`config.mk`:
```
export PLATFORM = sky130hd
export DESIGN_NAME = aes_avalon_slave
export DESIGN_NICKNAME = d
export VERILOG_FILES = /design/src/rtl/aes_avalon_pkg.sv /design/src/rtl/aes_reg_file.sv /design/src/rtl/aes_avalon_slave.sv
export SDC_FILE = /design/constraint.sdc
export NUM_CORES = 1
export LEC_CHECK = 0
export BUFFER_PORTS_ARGS = -buffer_cell sky130_fd_sc_hd__buf_2
export CORE_ASPECT_RATIO = 0.75
export CORE_MARGIN = 5
export CORE_UTILIZATION = 50
export CTS_CLUSTER_SIZE = 28
export DETAILED_ROUTE_END_ITERATION = 8
export PLACE_DENSITY = 0.74
export SYNTH_ARGS = -nofsm -noshare
export SYNTH_HDL_FRONTEND = slang
export SYNTH_SLANG_ARGS = --single-unit
export TNS_END_PERCENT = 30
```
`constraint.sdc`:
```
create_clock -name clk -period 4.8 [get_ports clk]
set_input_delay 0.96 -clock clk [delete_from_list [all_inputs] [get_ports clk]]
set_output_delay 0.96 -clock clk [all_outputs]
set_load 0.01 [all_outputs]
```
`src/rtl/aes_avalon_pkg.sv`:
```
// -----------------------------------------------------------------------------
// aes_avalon_pkg
// Shared types, register-map addresses and small helpers for the AES
// Avalon-MM responder.
//   fsm_t         : handshake FSM states
//   word_t        : 32-bit register word
//   ADDR_*        : register word addresses
//   apply_be      : byte-lane merge of a write into an existing word
//   bus_writable  : which addresses the bus may write, given the FSM state
// -----------------------------------------------------------------------------
package aes_avalon_pkg;

    typedef enum logic [1:0] {
        IDLE,
        BUSY,
        DONE_ST
    } fsm_t;

    typedef logic [31:0] word_t;

    localparam logic [3:0] ADDR_KEY0    = 4'd0;
    localparam logic [3:0] ADDR_KEY1    = 4'd1;
    localparam logic [3:0] ADDR_KEY2    = 4'd2;
    localparam logic [3:0] ADDR_KEY3    = 4'd3;
    localparam logic [3:0] ADDR_MSG_EN0 = 4'd4;
    localparam logic [3:0] ADDR_MSG_EN1 = 4'd5;
    localparam logic [3:0] ADDR_MSG_EN2 = 4'd6;
    localparam logic [3:0] ADDR_MSG_EN3 = 4'd7;
    localparam logic [3:0] ADDR_MSG_DE0 = 4'd8;
    localparam logic [3:0] ADDR_MSG_DE1 = 4'd9;
    localparam logic [3:0] ADDR_MSG_DE2 = 4'd10;
    localparam logic [3:0] ADDR_MSG_DE3 = 4'd11;
    localparam logic [3:0] ADDR_CYCLES  = 4'd12;
    localparam logic [3:0] ADDR_RSVD    = 4'd13;
    localparam logic [3:0] ADDR_START   = 4'd14;
    localparam logic [3:0] ADDR_DONE    = 4'd15;

    function automatic word_t apply_be(word_t old_w, word_t new_w, logic [3:0] be);
        word_t res;
        res = old_w;
        for (int b = 0; b < 4; b++) begin
            if (be[b]) begin
                res[b*8 +: 8] = new_w[b*8 +: 8];
            end
        end
        return res;
    endfunction

    // KEY and MSG_EN are frozen while the core is working on them; START is
    // always writable; everything else is owned by the engine or unused.
    function automatic logic bus_writable(logic [3:0] addr, logic busy);
        if (addr inside {[ADDR_KEY0:ADDR_MSG_EN3]}) begin
            return !busy;
        end
        return addr == ADDR_START;
    endfunction

endpackage

```
`src/rtl/aes_reg_file.sv`:
```
// -----------------------------------------------------------------------------
// aes_reg_file
// 16x32 storage behind the Avalon responder. Bus writes are byte-lane gated
// and filtered by a per-address write mask; the MSG_DE words are loaded only
// from the engine result port.
// Ports:
//   clk, reset_n     : clock, synchronous active-low reset
//   i_wr_en          : bus write strobe (chipselect & write)
//   i_addr, i_be     : word address, byte enables
//   i_wdata          : bus write data
//   i_busy           : FSM is BUSY (locks KEY / MSG_EN)
//   i_de_load        : load i_de_data into MSG_DE0..3
//   i_de_data        : 128-bit plaintext, bits 127:96 go to MSG_DE0
//   o_words          : all stored words (CYCLES/RSVD/DONE slots read as 0)
// -----------------------------------------------------------------------------
module aes_reg_file
    import aes_avalon_pkg::*;
#(
    parameter int unsigned ADDR_W = 4
) (
    input  logic              clk,
    input  logic              reset_n,
    input  logic              i_wr_en,
    input  logic [ADDR_W-1:0] i_addr,
    input  logic [3:0]        i_be,
    input  logic [31:0]       i_wdata,
    input  logic              i_busy,
    input  logic              i_de_load,
    input  logic [127:0]      i_de_data,
    output word_t             o_words [2**ADDR_W]
);

    localparam int unsigned Depth = 2**ADDR_W;

    word_t r_mem [Depth];
    logic  w_wr_ok;

    assign w_wr_ok = i_wr_en && bus_writable(i_addr, i_busy);

    always_ff @(posedge clk) begin
        if (!reset_n) begin
            for (int i = 0; i < Depth; i++) begin
                r_mem[i] <= '0;
            end
        end else begin
            if (w_wr_ok) begin
                r_mem[i_addr] <= apply_be(r_mem[i_addr], i_wdata, i_be);
            end
            if (i_de_load) begin
                r_mem[ADDR_MSG_DE0] <= i_de_data[127:96];
                r_mem[ADDR_MSG_DE1] <= i_de_data[95:64];
                r_mem[ADDR_MSG_DE2] <= i_de_data[63:32];
                r_mem[ADDR_MSG_DE3] <= i_de_data[31:0];
            end
        end
    end

    always_comb begin
        for (int i = 0; i < Depth; i++) begin
            o_words[i] = r_mem[i];
        end
    end

endmodule

```
`src/rtl/aes_avalon_slave.sv`:
```
// -----------------------------------------------------------------------------
// aes_avalon_slave
// Avalon-MM responder giving the Nios II access to an external AES decrypt
// core: register file, start/done handshake FSM and operation cycle counter.
// Ports:
//   clk, reset_n       : clock, synchronous active-low reset
//   avs_*              : Avalon-MM slave, read latency 1
//   core_start         : one-cycle start pulse to the core
//   core_key, core_msg : {reg0..reg3}, {reg4..reg7}
//   core_done          : core completion (pulse or level)
//   core_result        : plaintext, valid while core_done
//   export_data        : {reg0[31:16], reg3[15:0]} for the hex display
// -----------------------------------------------------------------------------
module aes_avalon_slave
    import aes_avalon_pkg::*;
#(
    parameter int unsigned ADDR_W  = 4,
    parameter logic [31:0] CNT_SAT = 32'hFFFF_FFFF
) (
    input  logic              clk,
    input  logic              reset_n,
    input  logic              avs_chipselect,
    input  logic              avs_read,
    input  logic              avs_write,
    input  logic [ADDR_W-1:0] avs_address,
    input  logic [3:0]        avs_byteenable,
    input  logic [31:0]       avs_writedata,
    output logic [31:0]       avs_readdata,
    output logic              core_start,
    output logic [127:0]      core_key,
    output logic [127:0]      core_msg,
    input  logic              core_done,
    input  logic [127:0]      core_result,
    output logic [31:0]       export_data
);

    fsm_t        r_state;
    fsm_t        w_state_d;
    logic [31:0] r_cycles;
    logic        r_core_start;
    logic [31:0] r_readdata;

    word_t       w_words [2**ADDR_W];
    logic        w_wr;
    logic        w_rd;
    logic        w_start_wr;
    logic        w_start_eff;
    logic        w_start_next;
    logic        w_go;
    logic        w_de_load;
    logic [31:0] w_rdata;

    assign w_wr       = avs_chipselect && avs_write;
    assign w_rd       = avs_chipselect && avs_read;
    assign w_start_wr = w_wr && (avs_address == ADDR_START);
    // Bit0 as it will be after this write, honouring the byte lane.
    assign w_start_eff  = avs_byteenable[0] ? avs_writedata[0] : w_words[ADDR_START][0];
    // Bit0 as it stands next cycle, with or without a write now.
    assign w_start_next = w_start_wr ? w_start_eff : w_words[ADDR_START][0];

    aes_reg_file #(
        .ADDR_W (ADDR_W)
    ) u_reg_file (
        .clk       (clk),
        .reset_n   (reset_n),
        .i_wr_en   (w_wr),
        .i_addr    (avs_address),
        .i_be      (avs_byteenable),
        .i_wdata   (avs_writedata),
        .i_busy    (r_state == BUSY),
        .i_de_load (w_de_load),
        .i_de_data (core_result),
        .o_words   (w_words)
    );

    always_comb begin
        w_state_d = r_state;
        w_go      = 1'b0;
        w_de_load = 1'b0;
        case (r_state)
            IDLE: begin
                if (w_start_wr && w_start_eff) begin
                    w_state_d = BUSY;
                    w_go      = 1'b1;
                end
            end
            BUSY: begin
                if (core_done) begin
                    w_state_d = DONE_ST;
                    w_de_load = 1'b1;
                end
            end
            DONE_ST: begin
                // Also exits the cycle after a START=0 write made while BUSY.
                if (!w_start_next) begin
                    w_state_d = IDLE;
                end
            end
            default: w_state_d = IDLE;
        endcase
    end

    always_ff @(posedge clk) begin
        if (!reset_n) begin
            r_state      <= IDLE;
            r_core_start <= 1'b0;
            r_cycles     <= '0;
        end else begin
            r_state      <= w_state_d;
            r_core_start <= w_go;
            if (w_go) begin
                r_cycles <= '0;
            end else if (r_state == BUSY && !core_done && r_cycles != CNT_SAT) begin
                r_cycles <= r_cycles + 32'd1;
            end
        end
    end

    always_comb begin
        w_rdata = w_words[avs_address];
        case (avs_address)
            ADDR_CYCLES: w_rdata = r_cycles;
            ADDR_RSVD:   w_rdata = '0;
            ADDR_DONE:   w_rdata = {31'd0, r_state == DONE_ST};
            default:     w_rdata = w_words[avs_address];
        endcase
    end

    // Registered from current state, so a same-cycle write is not visible.
    always_ff @(posedge clk) begin
        if (!reset_n) begin
            r_readdata <= '0;
        end else if (w_rd) begin
            r_readdata <= w_rdata;
        end
    end

    assign avs_readdata = r_readdata;
    assign core_start   = r_core_start;
    assign core_key     = {w_words[ADDR_KEY0], w_words[ADDR_KEY1],
                           w_words[ADDR_KEY2], w_words[ADDR_KEY3]};
    assign core_msg     = {w_words[ADDR_MSG_EN0], w_words[ADDR_MSG_EN1],
                           w_words[ADDR_MSG_EN2], w_words[ADDR_MSG_EN3]};
    assign export_data  = {w_words[ADDR_KEY0][31:16], w_words[ADDR_KEY3][15:0]};

endmodule

```
==> flow_summary.ini, run 1 <==
[run_status]
outcome = finished, final reports clean

[cts]
clk_lat_worst_skew_ps = 580
tritoncts.num_buffers = 48
cts_num_sinks = 483
tritoncts = built
holdBufCountCts = 0
cts-htree-levels = 2
clock-root-buffer = sky130_fd_sc_hd__clkbuf_16
post_cts_resized = 0
clock_path_buffers = 3
worst_setup_hold_path_clk_slew_ps = 60
post-cts-setup-buffers = 0

[sta]
setup_viol = 0
timing.clock.skew_ps = 10.3
finalMaxSlewViolations = 0
rsz0062_at_grt = no
clock.fmax_mhz = 294
final_hold_viol_count = 0
finalCriticalPeriod_ps = 3400
finalCritPeriodShare_pct = 70.8
max-slew-margin-rel_pct = 8.25
totalNegativeSetupSlack_ps = 0
timing_worst_slew_pin_value_ps = 1360

[floorplan]
placeableCoreArea_um2 = 47600
floorplan.rows = 69
starting_utilization_of_the_core_area_pct = 50.8
die-area_um2 = 52900
die-width_um = 264
die_h_um = 200
num_io_pins = 495

[power_and_ir_drop]
p_leak_nw = 10.3
power_consumption_mw = 9.66
cellPowerDensity_nw_per_um2 = 359
worst_ir_drop_vdd_v = 0.000277

[global_routing]
grt_pass1_wl_um = 106000
pin_count_of_the_biggest_net_entering_global_routing = 75
globalRoute.totalOverflow = 0
antenna_found_initial = 16
grtUsageTotal_pct = 26.4
first_global_vias = 16300

[logic_synthesis]
synth_enable_flop_cells = 416
postSynthAreaPerCell_um2 = 12.9
area_share_of_the_leading_cell_type_in_the_synthesized_netlist_pct = 51.7
post_synth_main_area_contributors = sky130_fd_sc_hd__edfxtp_1, sky130_fd_sc_hd__and2_1, sky130_fd_sc_hd__buf_4
yosys.area.top_type = sky130_fd_sc_hd__edfxtp_1
synth_seq_area_share_pct = 57.2
syn_area_um2 = 24200
ys_seq_elements = 483
synth_async_sr_flop_share_pct = 0
netlist-cell-type-count = 54
syn_nets = 2045
postSynthCellCount = 1870
ys.flop_type = sky130_fd_sc_hd__edfxtp_1
synth_warnings = 0

[routing]
wl_cell_um = 26.0
drt-pass1-iter-count = 5
remaining_drc_errors = 0
drt-initial-drc-count = 1616
route.antenna.remaining_nets = 0
total_via_count_after_detailed_routing = 16000
detail_route.vias_per_cell = 5.76
routed_wirelength_um = 72100

[worst_setup_path]
timing.critical_path.fanout_max = 56
ff2ff_path_depth = 5
cp_launch_type = primary input
cp_top_family = buffers and inverters
cp_data_required_time_ps = 5080
timing.reg2reg.setup_slack_ps = 2000
worstReg2RegStart = r_state[0]
cp_data_arrival_time_ps = 3680
critical_path.n_buffers_inverters = 3
worstPathCellList = buf_6 -> buf_4 -> nand3_1 -> o21ai_0 -> buf_4
cp_dominant_cell_by_count = sky130_fd_sc_hd__buf_4
r2r_end = u_reg_file.r_mem[8][12]
worst_path_max_delay_cell = sky130_fd_sc_hd__nand3_1
startpoint_to_endpoint_class_of_the_critical_path = primary input to flip-flop
cp-end-kind = flip-flop
longest_individual_stage_delay_on_the_worst_path_ps = 760

[min_path]
holdPathStages = 1
hold_path_class = flip-flop to flip-flop
holdPathEnd = avs_readdata[29]
hp-start = avs_readdata[29]

[final_layout]
synthToLayoutAreaGrowth_pct = 11.4
num-fill-cells = 3885
layout.nets = 2268
final_util_pct = 56.6
drive_above_1_share_pct = 34.5

[place]
dp_hpwl_um = 53500
place.gp.congestion = 0.872
port_buffers = 494

[job]
maxCapViolations = 0
-- worst max path at each step --
stage,startpoint,to,slack (ps),cells after the start
floorplan,avs_address[0],u_reg_file.r_mem[5][10],1840,7
global placement,avs_address[0],u_reg_file.r_mem[7][12],850,5
detailed placement,avs_address[0],u_reg_file.r_mem[7][12],770,5
CTS,avs_address[0],u_reg_file.r_mem[7][12],1380,5
global route,avs_address[0],u_reg_file.r_mem[7][12],1130,5
finish,avs_address[0],u_reg_file.r_mem[7][12],1400,5
-- synthesized netlist by cell type, types with 2 or more instances --
cell type and instances:
sky130_fd_sc_hd__and2_1 418, sky130_fd_sc_hd__edfxtp_1 416, sky130_fd_sc_hd__buf_4 288, sky130_fd_sc_hd__mux4_2 94, sky130_fd_sc_hd__nand2_1 70, sky130_fd_sc_hd__o21ai_0 68, sky130_fd_sc_hd__dfxtp_1 67, sky130_fd_sc_hd__nor2_1 54
sky130_fd_sc_hd__clkbuf_1 48, sky130_fd_sc_hd__nor2b_1 35, sky130_fd_sc_hd__a21oi_1 30, sky130_fd_sc_hd__a311oi_1 30, sky130_fd_sc_hd__buf_2 30, sky130_fd_sc_hd__nand2b_1 30, sky130_fd_sc_hd__a221o_1 29, sky130_fd_sc_hd__a211oi_1 25
sky130_fd_sc_hd__or3_1 24, sky130_fd_sc_hd__nand4_1 16, sky130_fd_sc_hd__nand3_1 14, sky130_fd_sc_hd__mux2i_1 7, sky130_fd_sc_hd__buf_6 6, sky130_fd_sc_hd__inv_1 6, sky130_fd_sc_hd__or4_1 6, sky130_fd_sc_hd__a211oi_2 5
sky130_fd_sc_hd__nor3_1 5, sky130_fd_sc_hd__and3_1 4, sky130_fd_sc_hd__buf_1 4, sky130_fd_sc_hd__nand3b_1 4, sky130_fd_sc_hd__o31ai_1 4, sky130_fd_sc_hd__and4_1 3, sky130_fd_sc_hd__o2111ai_1 3, sky130_fd_sc_hd__buf_8 2
sky130_fd_sc_hd__mux2_2 2, sky130_fd_sc_hd__o211ai_1 2, sky130_fd_sc_hd__o21ai_1 2
-- placed cells by master, fill, tap and decap left out, types with 24 or more instances in the layout --
| master | instances |
|---|---|
| sky130_fd_sc_hd__edfxtp_1 | 416 |
| sky130_fd_sc_hd__nand2_1 | 70 |
| sky130_fd_sc_hd__clkbuf_16 | 49 |
| sky130_fd_sc_hd__nor2b_1 | 35 |
| sky130_fd_sc_hd__or3_1 | 24 |
| sky130_fd_sc_hd__mux4_2 | 94 |
| sky130_fd_sc_hd__and2_1 | 418 |
| sky130_fd_sc_hd__buf_4 | 60 |
| sky130_fd_sc_hd__nand2b_1 | 30 |
| sky130_fd_sc_hd__a311oi_1 | 30 |
| sky130_fd_sc_hd__o21ai_0 | 68 |
| sky130_fd_sc_hd__a221o_1 | 29 |
| sky130_fd_sc_hd__buf_2 | 490 |
| sky130_fd_sc_hd__a21oi_1 | 30 |
| sky130_fd_sc_hd__dfxtp_1 | 67 |
| sky130_fd_sc_hd__a211oi_1 | 25 |
| sky130_fd_sc_hd__nor2_1 | 51 |
-- report_power, final --
part | switching, mW | internal, mW
clock | 1.60 | 2.29
sequential | 0.117 | 4.75
combinational | 0.536 | 0.369
total | 2.26 | 7.41
-- routing by layer --
metal | routed length [um] | global-route usage (%) | part of all wire (%)
met2 | 33400 | 41.4 | 46
met3 | 7440 | 7.29 | 10
met1 | 28800 | 36.3 | 40
met4 | 2310 | 8.20 | 3.2
met5 | 97 | 0 | 0.13
-- kinds of logic after synthesis --
group                      after synthesis  synth area share, %
buffers and inverters                  385                 10.9
muxes                                  103                 9.14
and+or+nand+nor                        694                 16.8
adders and majority gates                1               0.0517
AOI/OAI and AO/OA                      202                 5.86
DFF                                    483                 57.2
xor gates and xnor gates                 2               0.0725
-- final cells by class --
cell class                 instances  area (um2)  area share (%)
antenna                            4        10.0          0.0372
clock buffer                      55        1250            4.63
clock inverter                    32         363            1.35
inverter                           6        22.5          0.0836
multi-input combinational       1002        7730            28.7
sequential                       483       13800            51.3
tap                              639         800            2.97
timing repair buffer             552        2930            10.9
-- worst register-to-register path, cell delays in order (launching register included) --
cell and delay [ps]:
sky130_fd_sc_hd__dfxtp_1 410, sky130_fd_sc_hd__nor2b_1 300, sky130_fd_sc_hd__nand2_1 620, sky130_fd_sc_hd__nor2_4 560
sky130_fd_sc_hd__buf_4 500, sky130_fd_sc_hd__and2_1 270
-- sequential cells by signal (all words and copies together) (netlist names) --
| signal | count |
|---|---|
| u_reg_file.r_mem | 416 |
| avs_readdata | 32 |
| r_cycles | 32 |
| r_state | 2 |
| core_start | 1 |
-- per-stage QoR --
step                std cells  setup slack (ps)  hold slack, ps  area [um2]
detailed placement       2682               771             469       25300
global placement         2682               848             465       25300
CTS                      2769              1380             484       26900
finish                   2773              1400             487       26900
floorplan                1870              1840             470       24200
global route             2772              1130             488       26900
(Power assumes the default switching activity.)
==> inputs of run 2 (changes only) <==
--- a/config.mk
+++ b/config.mk
@@ -11,7 +11,7 @@
 export CORE_UTILIZATION = 50
 export CTS_CLUSTER_SIZE = 28
 export DETAILED_ROUTE_END_ITERATION = 8
-export PLACE_DENSITY = 0.74
+export PLACE_DENSITY = 0.77
 export SYNTH_ARGS = -nofsm -noshare
 export SYNTH_HDL_FRONTEND = slang
 export SYNTH_SLANG_ARGS = --single-unit
==> constraint.sdc (replaced) <==
create_clock -name clk -period 3.1 [get_ports clk]
set_input_delay 0.62 -clock clk [delete_from_list [all_inputs] [get_ports clk]]
set_output_delay 0.62 -clock clk [all_outputs]
set_load 0.01 [all_outputs]
==> run 2 against run 1 <==
Critical path depth shrank 1. Cell count grew 1.1%. Die area stayed put. Sequential share of layout area shrank 0.30 points. Power increased by 52%. Routed wire length grew 3.8%. Highest routed layer unchanged.
==> flow_summary.ini, run 2 (synthesized netlist as in run 1, its figures left out) <==
[final_layout]
drive_above_1_share_pct = 35.2
final_util_pct = 57.0
layout.cells.most_common = sky130_fd_sc_hd__buf_2
sequential_cell_area_um2 = 13800
synthToLayoutAreaGrowth_pct = 12.1
layout_common_cells = sky130_fd_sc_hd__buf_2, sky130_fd_sc_hd__and2_1, sky130_fd_sc_hd__edfxtp_1
regMostFlops = u_reg_file.r_mem
max_reg_flops = 416
layout.nets = 2300
num-fill-cells = 3820
multiInputGateArea_um2 = 7730
finish.cell_count_without_fillers = 2804

[global_routing]
antenna_found_initial = 16
pin_count_of_the_biggest_net_entering_global_routing = 69
globalRoute.totalOverflow = 0
first_global_vias = 16200
grt_pass1_wl_um = 109000
grtUsageTotal_pct = 27.2

[worst_setup_path]
cp_data_required_time_ps = 3290
cp-end-kind = flip-flop
worstReg2RegStart = r_state[1]
crit_end = u_reg_file.r_mem[6][23]
r2r_end = u_reg_file.r_mem[6][23]
cp_data_arrival_time_ps = 2680
cp_launch_type = flip-flop
startpoint_to_endpoint_class_of_the_critical_path = flip-flop to flip-flop
timing.reg2reg.setup_slack_ps = 610
cp-startpoint = r_state[1]
timing.critical_path.fanout_max = 8
ff2ff_path_depth = 4

[sta]
rsz0062_at_grt = no
finalCritPeriodShare_pct = 80.4
finalCriticalPeriod_ps = 2490
totalNegativeSetupSlack_ps = 0
finalMaxSlewViolations = 0
timing_worst_slew_pin_value_ps = 1300
timing.clock.skew_ps = 17.8
max-slew-margin-rel_pct = 12.3
final_hold_viol_count = 0
setup_viol = 0
clock.fmax_mhz = 401

[place]
place.gp.congestion = 0.908
port_buffers = 494
dp_hpwl_um = 56500
post-place-cells = 2714

[cts]
clock_path_buffers = 3
post_cts_resized = 0
tritoncts.num_buffers = 48
worst_setup_hold_path_clk_slew_ps = 60
cts_num_sinks = 483
clock-root-buffer = sky130_fd_sc_hd__clkbuf_16
cts-htree-levels = 2
tritoncts = built
holdBufCountCts = 0
clk_lat_worst_skew_ps = 580
post-cts-setup-buffers = 0

[job]
maxCapViolations = 0

[min_path]
holdPathStages = 2
hold_path_class = primary input to flip-flop

[run_status]
outcome = finished, final reports clean

[floorplan]
starting_utilization_of_the_core_area_pct = 50.8
floorplan.rows = 69
placeableCoreArea_um2 = 47600
die-area_um2 = 52900
num_io_pins = 495
die_h_um = 200
die-width_um = 264

[power_and_ir_drop]
cellPowerDensity_nw_per_um2 = 541
worst_ir_drop_vdd_v = 0.000435
p_leak_nw = 10.4

[routing]
total_via_count_after_detailed_routing = 16300
routed_wirelength_um = 74800
route.antenna.remaining_nets = 0
wl_cell_um = 26.7
detail_route.vias_per_cell = 5.81
drt-pass1-iter-count = 5
drt-initial-drc-count = 1942
remaining_drc_errors = 0
run 2: critical path: stages (launching register included):
cell and delay (ps):
sky130_fd_sc_hd__dfxtp_1 480, sky130_fd_sc_hd__nor2b_1 130, sky130_fd_sc_hd__o21ai_1 300, sky130_fd_sc_hd__nand3_1 160
sky130_fd_sc_hd__o21ai_0 1040
run 2: per-stage QoR:
step / setup slack (ps) / cell area (um2) / hold WS [ps] / power [mW]
4_1_cts: 609 / 27100 / 286 / 14.7
5_1_grt: 476 / 27100 / 305 / 15.1
2_1_floorplan: 482 / 24200 / 470 / 8.56
6_report: 609 / 27100 / 322 / 14.7
3_5_place_dp: 93.4 / 25600 / 473 / 9.09
3_3_place_gp: 124 / 25600 / 449 / 9.06
run 2: worst min path at each step:
stage | start | to | slack (ps)
2_1_floorplan | r_cycles[29] | r_cycles[29] | 470
3_3_place_gp | avs_readdata[0] | avs_readdata[0] | 450
3_5_place_dp | avs_readdata[25] | avs_readdata[25] | 470
4_1_cts | core_result[77] | u_reg_file.r_mem[9][13] | 290
5_1_grt | core_result[46] | u_reg_file.r_mem[10][14] | 310
6_report | core_result[48] | u_reg_file.r_mem[10][16] | 320
run 2: final cells by class:
class                           count  share of cell area (%)
Sequential cell                   483                    51.0
Inverter                            6                  0.0831
Multi-Input combinational cell   1002                    28.5
Tap cell                          639                    2.95
Clock inverter                     20                   0.637
Timing Repair Buffer              584                    11.9
Clock buffer                       66                    4.87
Antenna cell                        4                  0.0369
run 2: report_power, final:
| group | total (mW) | leakage, nW | internal, mW | switching [mW] |
|---|---|---|---|---|
| combinational | 1.43 | 5.05 | 0.593 | 0.840 |
| sequential | 7.54 | 4.60 | 7.35 | 0.184 |
| clock | 5.70 | 0.722 | 3.22 | 2.48 |
run 2: per-layer routing:
layer	global-route usage [%]	part of all wire, %
met4	7.45	2.7
met2	41.7	45
met1	38.3	40
met5	0	0.20
met3	8.38	12
==> inputs of run 3 (changes only) <==
--- a/config.mk
+++ b/config.mk
@@ -11,7 +11,7 @@
 export CORE_UTILIZATION = 50
 export CTS_CLUSTER_SIZE = 28
 export DETAILED_ROUTE_END_ITERATION = 8
-export PLACE_DENSITY = 0.77
+export PLACE_DENSITY = 0.74
 export SYNTH_ARGS = -nofsm -noshare
 export SYNTH_HDL_FRONTEND = slang
 export SYNTH_SLANG_ARGS = --single-unit
==> constraint.sdc (replaced) <==
create_clock -name clk -period 2.5 [get_ports clk]
set_input_delay 0.5 -clock clk [delete_from_list [all_inputs] [get_ports clk]]
set_output_delay 0.5 -clock clk [all_outputs]
set_load 0.01 [all_outputs]
==> run 3 against run 2 <==
Register-to-register slack worse by 330 ps. Design area up 2.4%. Flip-flop and latch count is the same. Largest power group unchanged. Power is 30% higher. Utilization rose by 1.3 points. Largest cell class unchanged. Via count increased by 0.48%. Routed wire length down 0.29%. Count of clock-buffer cells in the layout fell by 11. Critical path depth up 1. Worst hold slack got worse by 140 ps. Sequential power grew 24%.
==> flow_summary.ini, run 3 (synthesized netlist as in run 1, its figures left out) <==
[routing]
remaining_drc_errors = 0
drt-initial-drc-count = 1679
total_via_count_after_detailed_routing = 16400
route.antenna.remaining_nets = 0
drt-pass1-iter-count = 5
routed_wirelength_um = 74600
wl_cell_um = 26.1
detail_route.vias_per_cell = 5.74

[sta]
totalNegativeSetupSlack_ps = 0
rsz0062_at_grt = no
setup_viol = 0
final_hold_viol_count = 0
finalCritPeriodShare_pct = 88.8
finalMaxSlewViolations = 0
timing_worst_slew_pin_value_ps = 678
timing.clock.skew_ps = 12.7
worst_hold_slack_ps = 185
finalCriticalPeriod_ps = 2220
clock.fmax_mhz = 451
max-slew-margin-rel_pct = 54.7

[cts]
tritoncts = built
worst_setup_hold_path_clk_slew_ps = 60
post_cts_resized = 0
clk_lat_worst_skew_ps = 580
tritoncts.num_buffers = 49
holdBufCountCts = 0
clock_path_buffers = 3
cts_num_sinks = 483
cts-htree-levels = 2
clock-root-buffer = sky130_fd_sc_hd__clkbuf_16
post-cts-setup-buffers = 0

[power_and_ir_drop]
worst_ir_drop_vdd_v = 0.000480
p_leak_nw = 10.7
cellPowerDensity_nw_per_um2 = 685

[floorplan]
placeableCoreArea_um2 = 47600
die-area_um2 = 52900
die-width_um = 264
die_h_um = 200
starting_utilization_of_the_core_area_pct = 50.8
num_io_pins = 495
floorplan.rows = 69

[final_layout]
max_reg_flops = 416
layout.nets = 2346
layout.cells.most_common = sky130_fd_sc_hd__buf_2
layout_common_cells = sky130_fd_sc_hd__buf_2, sky130_fd_sc_hd__and2_1, sky130_fd_sc_hd__edfxtp_1
synthToLayoutAreaGrowth_pct = 14.7
drive_above_1_share_pct = 37.0
num-fill-cells = 3815
regMostFlops = u_reg_file.r_mem

[global_routing]
pin_count_of_the_biggest_net_entering_global_routing = 67
antenna_found_initial = 17
globalRoute.totalOverflow = 0
first_global_vias = 16800
grt_pass1_wl_um = 110000
grtUsageTotal_pct = 27.3

[place]
port_buffers = 494
dp_hpwl_um = 56300
place.gp.congestion = 0.878

[worst_setup_path]
timing.reg2reg.setup_slack_ps = 280
cp_data_arrival_time_ps = 2730
cp-startpoint = r_cycles[8]
worstReg2RegStart = r_cycles[8]
cp_top_family = simple AND/OR/NAND/NOR gates
worstPathCellList = nand4_2 -> nor4_2 -> o311ai_2 -> or4_4 -> a21oi_2
r2r_end = r_cycles[31]
critical_path.n_buffers_inverters = 0
timing.critical_path.fanout_max = 8
longest_individual_stage_delay_on_the_worst_path_ps = 540
cp_launch_type = flip-flop
ff2ff_path_depth = 5
cp-end-kind = flip-flop
worst_path_max_delay_cell = sky130_fd_sc_hd__or4_4
startpoint_to_endpoint_class_of_the_critical_path = flip-flop to flip-flop
cp_data_required_time_ps = 3010

[min_path]
holdPathStages = 2
hp-start = core_result[112]
holdPathEnd = u_reg_file.r_mem[8][16]
hold_path_class = primary input to flip-flop

[run_status]
outcome = finished, final reports clean

[job]
maxCapViolations = 0
## run 3: cell count changes in the layout (fill, tap and decap cells not counted), sizes merged
cell      change
clkinvlp      +2
clkinv        +4
clkbuf       -11
buf          +45
inv           +3
bufinv        +6
diode         +2
## run 3: cell type report
cell class,instances,area (um2),area share (%)
well taps,639,800,2.88
flip-flops and latches,483,13800,49.9
clock inverters,35,408,1.47
diodes,6,15.0,0.0541
clock buffers,55,1290,4.66
inverters,6,22.5,0.0812
repair buffers,629,3640,13.1
multi-input cells,1002,7730,27.9
## run 3: layer usage
layer  GRT usage (%)  share of wire (%)  vias to the layer above
met5               0               0.20                        -
met4            6.48                2.1                       20
met3            6.87                 10                      117
met2            42.3                 46                      909
met1            39.4                 41                     8215
li1                -                  -                     7122
## run 3: worst max path at each step
| stage | end | slack, ps | cells past startpoint |
|---|---|---|---|
| floorplan | u_reg_file.r_mem[5][10] | 2 | 7 |
| global placement | avs_readdata[7] | -150 | 8 |
| detailed placement | avs_readdata[7] | -160 | 8 |
| CTS | r_cycles[31] | 340 | 5 |
| global route | r_cycles[20] | 130 | 5 |
| finish | r_cycles[31] | 280 | 5 |
## run 3: report_power, final
part / switching, mW / internal (mW)
Sequential: 0.231 / 9.12
Combinational: 1.04 / 0.787
Clock: 3.18 / 4.65
## run 3: through the flow
step	utilization, %	power (mW)	setup slack (ps)	cell area, um2	std cells
final	58.3	19.0	281	27700	2855
after floorplan	-	10.6	1.52	24200	1870
after detailed placement	54.7	11.3	-155	26000	2759
after global placement	54.7	11.3	-150	26000	2759
after global routing	58.3	19.6	127	27700	2853
after CTS	58.3	19.1	339	27700	2849
